--- src/rtl/fifo_pkg.sv ---
// Shared FIFO types.
// fifo_status_t bundles the FIFO status flags so that consumers can pass
// them around as one value.
package fifo_pkg;

    typedef struct packed {
        logic full;
        logic empty;
        logic almost_full;
        logic almost_empty;
        logic overflow;
        logic underflow;
    } fifo_status_t;

endpackage

--- src/rtl/param_fifo_if.sv ---
// Data handshake bundle between a FIFO producer/consumer and param_fifo.
//   fifo_data_in      : write data
//   fifo_data_push    : write request
//   fifo_data_pop     : read request
//   fifo_data_out     : head entry (show-ahead)
//   fifo_data_out_vld : head entry valid
// master = the side driving push/pop; slave = the FIFO.
interface param_fifo_if #(
    parameter int DATA_WIDTH = 8
);
    logic [DATA_WIDTH-1:0] fifo_data_in;
    logic                  fifo_data_push;
    logic                  fifo_data_pop;
    logic [DATA_WIDTH-1:0] fifo_data_out;
    logic                  fifo_data_out_vld;

    modport master (
        output fifo_data_in, fifo_data_push, fifo_data_pop,
        input  fifo_data_out, fifo_data_out_vld
    );

    modport slave (
        input  fifo_data_in, fifo_data_push, fifo_data_pop,
        output fifo_data_out, fifo_data_out_vld
    );
endinterface

--- src/rtl/fifo_mem.sv ---
// FIFO storage: DEPTH x DATA_WIDTH, one synchronous write port and one
// asynchronous read port. Contents are deliberately not reset.
//   clk     : clock
//   wr_en   : write strobe
//   wr_addr : write index
//   wr_data : write data
//   rd_addr : read index
//   rd_data : combinational read data
module fifo_mem #(
    parameter  int DATA_WIDTH = 8,
    parameter  int DEPTH      = 16,
    localparam int AW         = $clog2(DEPTH)
) (
    input  logic                  clk,
    input  logic                  wr_en,
    input  logic [AW-1:0]         wr_addr,
    input  logic [DATA_WIDTH-1:0] wr_data,
    input  logic [AW-1:0]         rd_addr,
    output logic [DATA_WIDTH-1:0] rd_data
);

    logic [DATA_WIDTH-1:0] mem [DEPTH];

    always_ff @(posedge clk) begin
        if (wr_en) begin
            mem[wr_addr] <= wr_data;
        end
    end

    assign rd_data = mem[rd_addr];

endmodule

--- src/rtl/param_fifo.sv ---
// Parameterised synchronous show-ahead FIFO.
//   clk, reset         : clock, synchronous active-high reset
//   fifo_flush         : discard all entries (beats push/pop)
//   fifo_err_clr       : clear sticky overflow/underflow
//   bus (slave)        : data in, push, pop, data out, data valid
//   fifo_full/empty    : occupancy == DEPTH / == 0
//   fifo_almost_full   : occupancy >= AF_LEVEL
//   fifo_almost_empty  : occupancy <= AE_LEVEL
//   fifo_count         : occupancy 0..DEPTH
//   fifo_overflow      : sticky, push while full without a pop
//   fifo_underflow     : sticky, pop while empty
// DEPTH must be a power of two and at least 4.
module param_fifo
    import fifo_pkg::*;
#(
    parameter int DATA_WIDTH = 8,
    parameter int DEPTH      = 16,
    parameter int AF_LEVEL   = DEPTH - 2,
    parameter int AE_LEVEL   = 2
) (
    input  logic                     clk,
    input  logic                     reset,
    input  logic                     fifo_flush,
    input  logic                     fifo_err_clr,
    param_fifo_if.slave              bus,
    output logic                     fifo_full,
    output logic                     fifo_empty,
    output logic                     fifo_almost_full,
    output logic                     fifo_almost_empty,
    output logic [$clog2(DEPTH):0]   fifo_count,
    output logic                     fifo_overflow,
    output logic                     fifo_underflow
);

    localparam int AW = $clog2(DEPTH);
    localparam int CW = AW + 1;
    localparam logic [CW-1:0] AF_CNT  = CW'(AF_LEVEL);
    localparam logic [CW-1:0] AE_CNT  = CW'(AE_LEVEL);
    localparam logic [CW-1:0] ONE     = {{AW{1'b0}}, 1'b1};

    // Pointers carry one extra wrap bit above the index.
    logic [AW:0]           wr_ptr;
    logic [AW:0]           rd_ptr;
    logic [CW-1:0]         count_q;
    logic                  ovf_q;
    logic                  udf_q;
    logic [DATA_WIDTH-1:0] rd_data;
    logic                  idx_eq;
    logic                  pop_ok;
    logic                  push_ok;
    logic                  ovf_evt;
    logic                  udf_evt;
    fifo_status_t          status;

    assign idx_eq = (wr_ptr[AW-1:0] == rd_ptr[AW-1:0]);

    assign status.empty        = idx_eq && (wr_ptr[AW] == rd_ptr[AW]);
    assign status.full         = idx_eq && (wr_ptr[AW] != rd_ptr[AW]);
    assign status.almost_full  = (count_q >= AF_CNT);
    assign status.almost_empty = (count_q <= AE_CNT);
    assign status.overflow     = ovf_q;
    assign status.underflow    = udf_q;

    // A pop frees a slot in the same cycle, so a push into a full FIFO is
    // accepted when paired with an accepted pop. Flushed requests do nothing.
    assign pop_ok  = bus.fifo_data_pop && !status.empty && !fifo_flush;
    assign push_ok = bus.fifo_data_push && (!status.full || pop_ok) && !fifo_flush;
    assign ovf_evt = bus.fifo_data_push && status.full && !pop_ok && !fifo_flush;
    assign udf_evt = bus.fifo_data_pop && status.empty && !fifo_flush;

    always_ff @(posedge clk) begin
        if (reset) begin
            wr_ptr  <= '0;
            rd_ptr  <= '0;
            count_q <= '0;
            ovf_q   <= 1'b0;
            udf_q   <= 1'b0;
        end else begin
            if (fifo_flush) begin
                wr_ptr  <= '0;
                rd_ptr  <= '0;
                count_q <= '0;
            end else begin
                if (push_ok) wr_ptr <= wr_ptr + ONE;
                if (pop_ok)  rd_ptr <= rd_ptr + ONE;
                if (push_ok && !pop_ok)      count_q <= count_q + ONE;
                else if (pop_ok && !push_ok) count_q <= count_q - ONE;
            end
            // A fresh error event wins over a simultaneous clear.
            ovf_q <= ovf_evt || (ovf_q && !fifo_err_clr);
            udf_q <= udf_evt || (udf_q && !fifo_err_clr);
        end
    end

    fifo_mem #(
        .DATA_WIDTH (DATA_WIDTH),
        .DEPTH      (DEPTH)
    ) u_mem (
        .clk     (clk),
        .wr_en   (push_ok),
        .wr_addr (wr_ptr[AW-1:0]),
        .wr_data (bus.fifo_data_in),
        .rd_addr (rd_ptr[AW-1:0]),
        .rd_data (rd_data)
    );

    assign bus.fifo_data_out     = status.empty ? '0 : rd_data;
    assign bus.fifo_data_out_vld = !status.empty;

    assign fifo_full         = status.full;
    assign fifo_empty        = status.empty;
    assign fifo_almost_full  = status.almost_full;
    assign fifo_almost_empty = status.almost_empty;
    assign fifo_count        = count_q;
    assign fifo_overflow     = status.overflow;
    assign fifo_underflow    = status.underflow;

endmodule

--- src/flat_wrapper.sv ---
// flat-port wrapper written by rule: the top's interface ports become plain ports
module param_fifo_flat import fifo_pkg::*;
#(
    parameter int DATA_WIDTH = 8,
    parameter int DEPTH      = 16,
    parameter int AF_LEVEL   = DEPTH - 2,
    parameter int AE_LEVEL   = 2
)
  (clk, reset, fifo_flush, fifo_err_clr, fifo_full, fifo_empty, fifo_almost_full, fifo_almost_empty, fifo_count, fifo_overflow, fifo_underflow, bus_fifo_data_in, bus_fifo_data_push, bus_fifo_data_pop, bus_fifo_data_out, bus_fifo_data_out_vld);
  param_fifo_if #(.DATA_WIDTH(DATA_WIDTH)) bus_i ();
  input  logic clk;
  input  logic reset;
  input  logic fifo_flush;
  input  logic fifo_err_clr;
  output logic fifo_full;
  output logic fifo_empty;
  output logic fifo_almost_full;
  output logic fifo_almost_empty;
  output logic [$clog2(DEPTH):0] fifo_count;
  output logic fifo_overflow;
  output logic fifo_underflow;
  input wire logic [$bits(bus_i.fifo_data_in)-1:0] bus_fifo_data_in;
  input wire logic [$bits(bus_i.fifo_data_push)-1:0] bus_fifo_data_push;
  input wire logic [$bits(bus_i.fifo_data_pop)-1:0] bus_fifo_data_pop;
  output wire logic [$bits(bus_i.fifo_data_out)-1:0] bus_fifo_data_out;
  output wire logic [$bits(bus_i.fifo_data_out_vld)-1:0] bus_fifo_data_out_vld;
  assign bus_i.fifo_data_in = bus_fifo_data_in;
  assign bus_i.fifo_data_push = bus_fifo_data_push;
  assign bus_i.fifo_data_pop = bus_fifo_data_pop;
  assign bus_fifo_data_out = bus_i.fifo_data_out;
  assign bus_fifo_data_out_vld = bus_i.fifo_data_out_vld;
  param_fifo #(.DATA_WIDTH(DATA_WIDTH), .DEPTH(DEPTH), .AF_LEVEL(AF_LEVEL), .AE_LEVEL(AE_LEVEL)) u_core (.clk(clk), .reset(reset), .fifo_flush(fifo_flush), .fifo_err_clr(fifo_err_clr), .bus(bus_i), .fifo_full(fifo_full), .fifo_empty(fifo_empty), .fifo_almost_full(fifo_almost_full), .fifo_almost_empty(fifo_almost_empty), .fifo_count(fifo_count), .fifo_overflow(fifo_overflow), .fifo_underflow(fifo_underflow));
endmodule
--- config.mk ---
export PLATFORM = sky130hd
export DESIGN_NAME = param_fifo_flat
export DESIGN_NICKNAME = d
export VERILOG_FILES = /design/src/rtl/fifo_pkg.sv /design/src/rtl/param_fifo_if.sv /design/src/rtl/fifo_mem.sv /design/src/rtl/param_fifo.sv /design/src/flat_wrapper.sv
export SDC_FILE = /design/constraint.sdc
export NUM_CORES = 1
export LEC_CHECK = 0
export CAP_MARGIN = 20
export CORE_ASPECT_RATIO = 1.5
export CORE_MARGIN = 2
export CORE_UTILIZATION = 30
export CTS_CLUSTER_SIZE = 16
export DETAILED_ROUTE_END_ITERATION = 8
export GPL_TIMING_DRIVEN = 1
export SLEW_MARGIN = 30
export SYNTH_ARGS = -nofsm -noshare
export SYNTH_HDL_FRONTEND = slang
export SYNTH_HIERARCHICAL = 1
export SYNTH_SLANG_ARGS = --single-unit
--- constraint.sdc ---
create_clock -name clk -period 3.44 [get_ports clk]
set_input_delay 0.344 -clock clk [delete_from_list [all_inputs] [get_ports clk]]
set_output_delay 0.344 -clock clk [all_outputs]
set_load 0.01 [all_outputs]
# == Word level (Yosys, flattened, before mapping) ==
# Memory sizes are Yosys's and may differ from the RTL's. A register that Yosys moved wholly into a read port is not among the register bits.
# Cells that the tools add are included.
# word_totals
regBits,17
ram_bits,128
out_inout_bits,20
elab_cells,48
memories,1
# memory_table
memory,words,word_bits,read_ports,rd_clocked_by_memory_dff,wr,line_no,rtl
u_core.u_mem.mem,16,8,1,1,1,fifo_mem.sv:22,logic [DATA_WIDTH-1:0] mem [DEPTH];
# op_classes
n_addsub,4
n_lt_le_gt_ge,2
n_eq_ne,3
muxes,7
n_reduce_logical,26
# ops
operator,count
5-bit by 1-bit adder with 5-bit output (second input constant),3
1-bit logical AND,15
5-bit two-way mux,2
4-bit two-way mux,2
8-bit two-way mux,1
1-bit zero test,6
5-bit by 4-bit >= comparator with 1-bit output (second input constant),1
5-bit by 2-bit <= comparator with 1-bit output (second input constant),1
5-bit by 1-bit subtractor with 5-bit output (second input constant),1
4-bit equality test,1
1-bit logical OR,3
1-bit two-way mux,2
2-bit nonzero test,1
2-bit OR reduction,1
1-bit equality test,1
1-bit != test,1

# == Logic depth before layout (Yosys ltp) ==
# logic_depth
ltp_word,12
mapped_depth,12
depth_no_buf,12

# == Modules after synthesis ==
# The synthesis kept the hierarchy.
# by_module_without_submodules
module,instances,cells_per_inst,area_each_um2,seq_area_each_um2
fifo_mem,1,221,4987.3,3843.7
param_fifo,1,114,1033.5,340.3

# == Worst setup path before layout ==
# No wires, ideal clock.
# synth_path
path_type,reg-to-reg
start,register u_core.wr_ptr[0]
end,register u_core.count_q[4] (netlist: u_core/fifo_count[4])
setup_time_ps,70
arrival_time_ps,2701
required_time_ps,3370
slack_ps,669
stages_incl_launch_ff,13
n_path_buf,1
period_less_slack_ps,2771
path_cell_list,dfxtp_1 -> xor2_1 -> nor4_4 -> buf_6 -> a21boi_2 -> ha_1 -> inv_1 -> fa_1 -> a21o_1 -> a21oi_1 -> xnor2_1 -> or3_1 -> a21oi_1
# synth_via
elab_chain_len,11
elab_cells_between_ends,16
cone_classes,eq/ne: 1; mux: 1; reduce/logical: 14
# synth_rtl
element,line_no,rtl
from (decl),param_fifo.sv:42,logic [AW:0] wr_ptr;
from (signal assigned),param_fifo.sv:84,if (push_ok) wr_ptr <= wr_ptr + ONE;
4-bit equality test (*),param_fifo.sv:55,assign idx_eq = (wr_ptr[AW-1:0] == rd_ptr[AW-1:0]);
1-bit logical AND,param_fifo.sv:57,assign status.empty = idx_eq && (wr_ptr[AW] == rd_ptr[AW]);
1-bit zero test,param_fifo.sv:66,assign pop_ok = bus.fifo_data_pop && !status.empty && !fifo_flush;
1-bit logical AND (2 in series),param_fifo.sv:66,
1-bit logical OR (*),param_fifo.sv:67,assign push_ok = bus.fifo_data_push && (!status.full || pop_ok) && !fifo_flush;
1-bit logical AND (*) (2 in series),param_fifo.sv:67,
named net u_core.push_ok,param_fifo.sv:50,logic push_ok;
1-bit zero test,param_fifo.sv:87,else if (pop_ok && !push_ok) count_q <= count_q - ONE;
1-bit logical AND,param_fifo.sv:87,
2-bit nonzero test (no source line),--,
to (signal assigned),param_fifo.sv:86,if (push_ok && !pop_ok) count_q <= count_q + ONE;
to (signal assigned),param_fifo.sv:87,
to (decl),param_fifo.sv:44,logic [CW-1:0] count_q;
# The timed path passes the listed nets; every way through them passes the cells marked *.
# A chain may end at the register's enable or synchronous reset.

# == Final worst setup path ==
# layout_path
start,register u_core.wr_ptr[1]
end,register u_core.count_q[4] (netlist: u_core/fifo_count[4])
# layout_via
elab_chain_len,11
elab_cells_between_ends,16
cone_classes,eq/ne: 1; mux: 1; reduce/logical: 14
# layout_rtl
element,line_no
4-bit equality test (*),param_fifo.sv:55
1-bit logical AND,param_fifo.sv:57
1-bit zero test,param_fifo.sv:66
1-bit logical AND (2 in series),param_fifo.sv:66
1-bit logical OR,param_fifo.sv:67
1-bit logical AND (2 in series),param_fifo.sv:67
1-bit zero test,param_fifo.sv:87
1-bit logical AND,param_fifo.sv:87
2-bit nonzero test (no source line),--
# Mark *: on every way between the ends. The rest lies on a longest branch, timed or not.

==> impl_metrics.ini <==
[cts]
cts_buffer_depth = 2
postCtsHoldBufs = 0
cts.sinks = 145
cts_setup_buffers = 0
clk_latency_ns = 0.42
cts.htree.levels = 4
numCtsBuffers = 17
clk_pin_slew_ns = 0.06
cts_resized = 0
cts_tree = built
clockRootBuffer = clkbuf_16

[global_routing]
gr-total-overflow = 0
grt_max_degree = 36
grt_use_met3 = 0.02571
grt_usage = 0.1232
grt_pass1_vias = 3445
use_met1 = 0.1438
grt_pass1_wl_um = 19470
grtUsageMet2 = 0.2229
antenna_found_initial = 0
busiest_layer = met2

[yosys]
syn_inst = 335
synth_top_area_frac = 0.6384
post-synth-top-count-cell = edfxtp_1
synth_xor_area_frac = 0.02452
synth_ff_type = edfxtp_1
synth_adder_area_share = 0.01579
synth_common_cells = edfxtp_1, nor2_1, mux4_2, a22oi_1, dfxtp_1
synth-seq-cells = 145
synth-simple-area-share = 0.06442
yosys-top-cells-area = edfxtp_1, mux4_2, mux4_1
synth_edf_count = 128
synth_area_per_cell_um2 = 17.97
muxShareOfSynthArea = 0.1318
synth_compound_area_frac = 0.04800
ys_seq_area_frac = 0.6949
synth_top_family_by_area = multiplexers
netlist_area_mm2 = 0.006021
syn-num-nets = 356
synth_cell_types = 48
ys_warn_count = 6
synth_top_area_cell = edfxtp_1
ys_async_sr_fraction = 0

[route]
routed_via_density = 4.809
drcViolationCount = 0
drt_iter0_drc = 198
dr.pass1.iters = 4
wl_per_cell_um = 18.53
drt-total-wl_um = 12320
ant_nets = 0
dr_total_vias = 3198

[timing]
setup_viol = 0
tightestPinTransition_ns = 0.8714
grt_setup_unrepaired = false
clock_skew_ns = 0.008645
whs_ns = 0.5009
max_freq_ghz = 0.3199
maxSlewViolCount = 0
final_hold_viol_count = 0
maxSlewHeadroom = 0.4179
min_period_ns = 3.126
setup_tns_ns = 0
period_share = 0.9088

[die]
die_h_um = 177.5
initial_core_util = 0.3055
core_mm2 = 0.01971
dieArea_mm2 = 0.02124
io_pins = 34
die_x_um = 119.7
num_rows = 63

[power]
power.leakage_nw = 2.382
ir_drop_v = 0.0002898
fin_total_pwr_mw = 3.926
p_per_area_mw_per_mm2 = 536.1

[worst_setup_path]
reg2reg_to = u_core/fifo_count[4]
rr_worst_depth = 12
cp.required_ns = 3.78
worstSetupPathType = reg2reg
cp_max_fo = 11
cp-end-kind = flip-flop
start_kind = flip-flop
reg2reg_from = u_core/wr_ptr[1]
reg2reg_slack_ns = 0.31
worstPathArrival_ns = 3.47

[layout]
ff_latch_area_mm2 = 0.004185
area_growth_pct = 21.63
multi_input_area_mm2 = 0.001713
nets = 413
drive_gt1_frac = 0.1975
fin_cells = 665
n_antenna_cell = 0
nFillCells = 1872

[worst_hold_path]
worst_hold_path_type = reg2reg
min_path_cells = 2
whs_endpoint = u_core/fifo_overflow
hp-start = u_core/fifo_overflow

[run_status]
status = complete, no violations

[place]
dp_hpwl_um = 8202
place_inst = 633
io_buffers = 33
gp_congestion = 0.8005

[flow_run]
maxCapViolCount = 0
state kept, by name (all words and copies together) (netlist names):
signal,cells
u_core/wr_ptr,5
u_core/fifo_overflow,1
u_core/fifo_count,5
u_core/rd_ptr,5
u_core/u_mem/mem,128
u_core/fifo_underflow,1
metrics by stage:
step / worst slack [ns] / instance area (µm²) / utilization
after CTS: 0.3223 / 7323 / 0.3716
after floorplan: 0.6690 / 6021 / -
after detailed placement: 0.2700 / 6724 / 0.3412
after global routing: 0.05641 / 7323 / 0.3716
final: 0.3136 / 7323 / 0.3716
after global placement: 0.3673 / 6724 / 0.3412
kinds of logic (layout without fill, tap and decap cells):
family / count (synthesis) / count (layout)
buf+inv: 18 / 88
compound gates: 39 / 39
fa+ha+maj: 7 / 7
simple gates: 76 / 76
xor+xnor: 16 / 16
flops: 145 / 145
mux: 34 / 34
worst max-delay path, stage by stage, from the launching register on:
cell and delay [ns]:
dfxtp_1 0.55, xor2_1 0.16, nor4_4 0.49, a21boi_2 0.15, inv_1 0.08, ha_1 0.19
inv_1 0.12, fa_1 0.41, a21o_1 0.19, a21oi_1 0.17, xnor2_1 0.09, or3_1 0.30
a21oi_1 0.14
cell usage in the layout, fill, tap and decap left out, types with 2 or more instances in the layout:
| master | instances |
|---|---|
| nand3b_1 | 2 |
| clkdlybuf4s50_1 | 33 |
| nand2b_1 | 2 |
| buf_4 | 18 |
| mux4_2 | 18 |
| a21boi_2 | 2 |
| inv_8 | 3 |
| xor2_1 | 6 |
| inv_1 | 3 |
| nand2_1 | 13 |
| mux2i_1 | 2 |
| and2_1 | 9 |
| nand4_1 | 3 |
| a21o_1 | 2 |
| dfxtp_1 | 16 |
| bufinv_16 | 2 |
| nand3_1 | 3 |
| nor3_1 | 4 |
| xnor2_1 | 9 |
| ha_1 | 6 |
| clkinv_4 | 2 |
| clkbuf_16 | 17 |
| a21oi_1 | 8 |
| inv_6 | 5 |
| mux4_1 | 14 |
| clkinvlp_4 | 2 |
| a22oi_1 | 17 |
| nor2_1 | 29 |
| edfxtp_1 | 128 |
| nor2b_1 | 4 |
worst max path at each step:
| stage | start | to | slack, ns | depth (start not counted) |
|---|---|---|---|---|
| floorplan | u_core/wr_ptr[0] | u_core/fifo_count[4] | 0.67 | 12 |
| global placement | bus_fifo_data_push | u_core/fifo_count[4] | 0.37 | 11 |
| detailed placement | bus_fifo_data_push | u_core/fifo_count[4] | 0.27 | 11 |
| CTS | u_core/rd_ptr[0] | bus_fifo_data_out[5] | 0.32 | 6 |
| global route | u_core/wr_ptr[1] | u_core/fifo_count[4] | 0.06 | 12 |
| finish | u_core/wr_ptr[1] | u_core/fifo_count[4] | 0.31 | 12 |
where the power goes:
group          internal (mW)  total (mW)  switching [mW]
Combinational         0.0692       0.148          0.0788
Sequential              1.92        1.93         0.00841
Clock                   1.09        1.85           0.753
final cells by class:
class / instances / area share
inverters: 4 / 0.002050
multi-input cells: 172 / 0.2339
repair buffers: 52 / 0.06629
flip-flops and latches: 145 / 0.5715
clock buffers: 17 / 0.05809
clock inverters: 15 / 0.02375
well taps: 260 / 0.04442
per-layer routing:
layer  vias up  wire (µm)  part of all wire
met5         -          0                 0
met4         0        201             0.016
met3        15        527             0.043
met2        88       6509              0.53
met1      1634       5085              0.41
li1       1461          -                 -
Note: power is estimated with default switching activity, not from simulation.
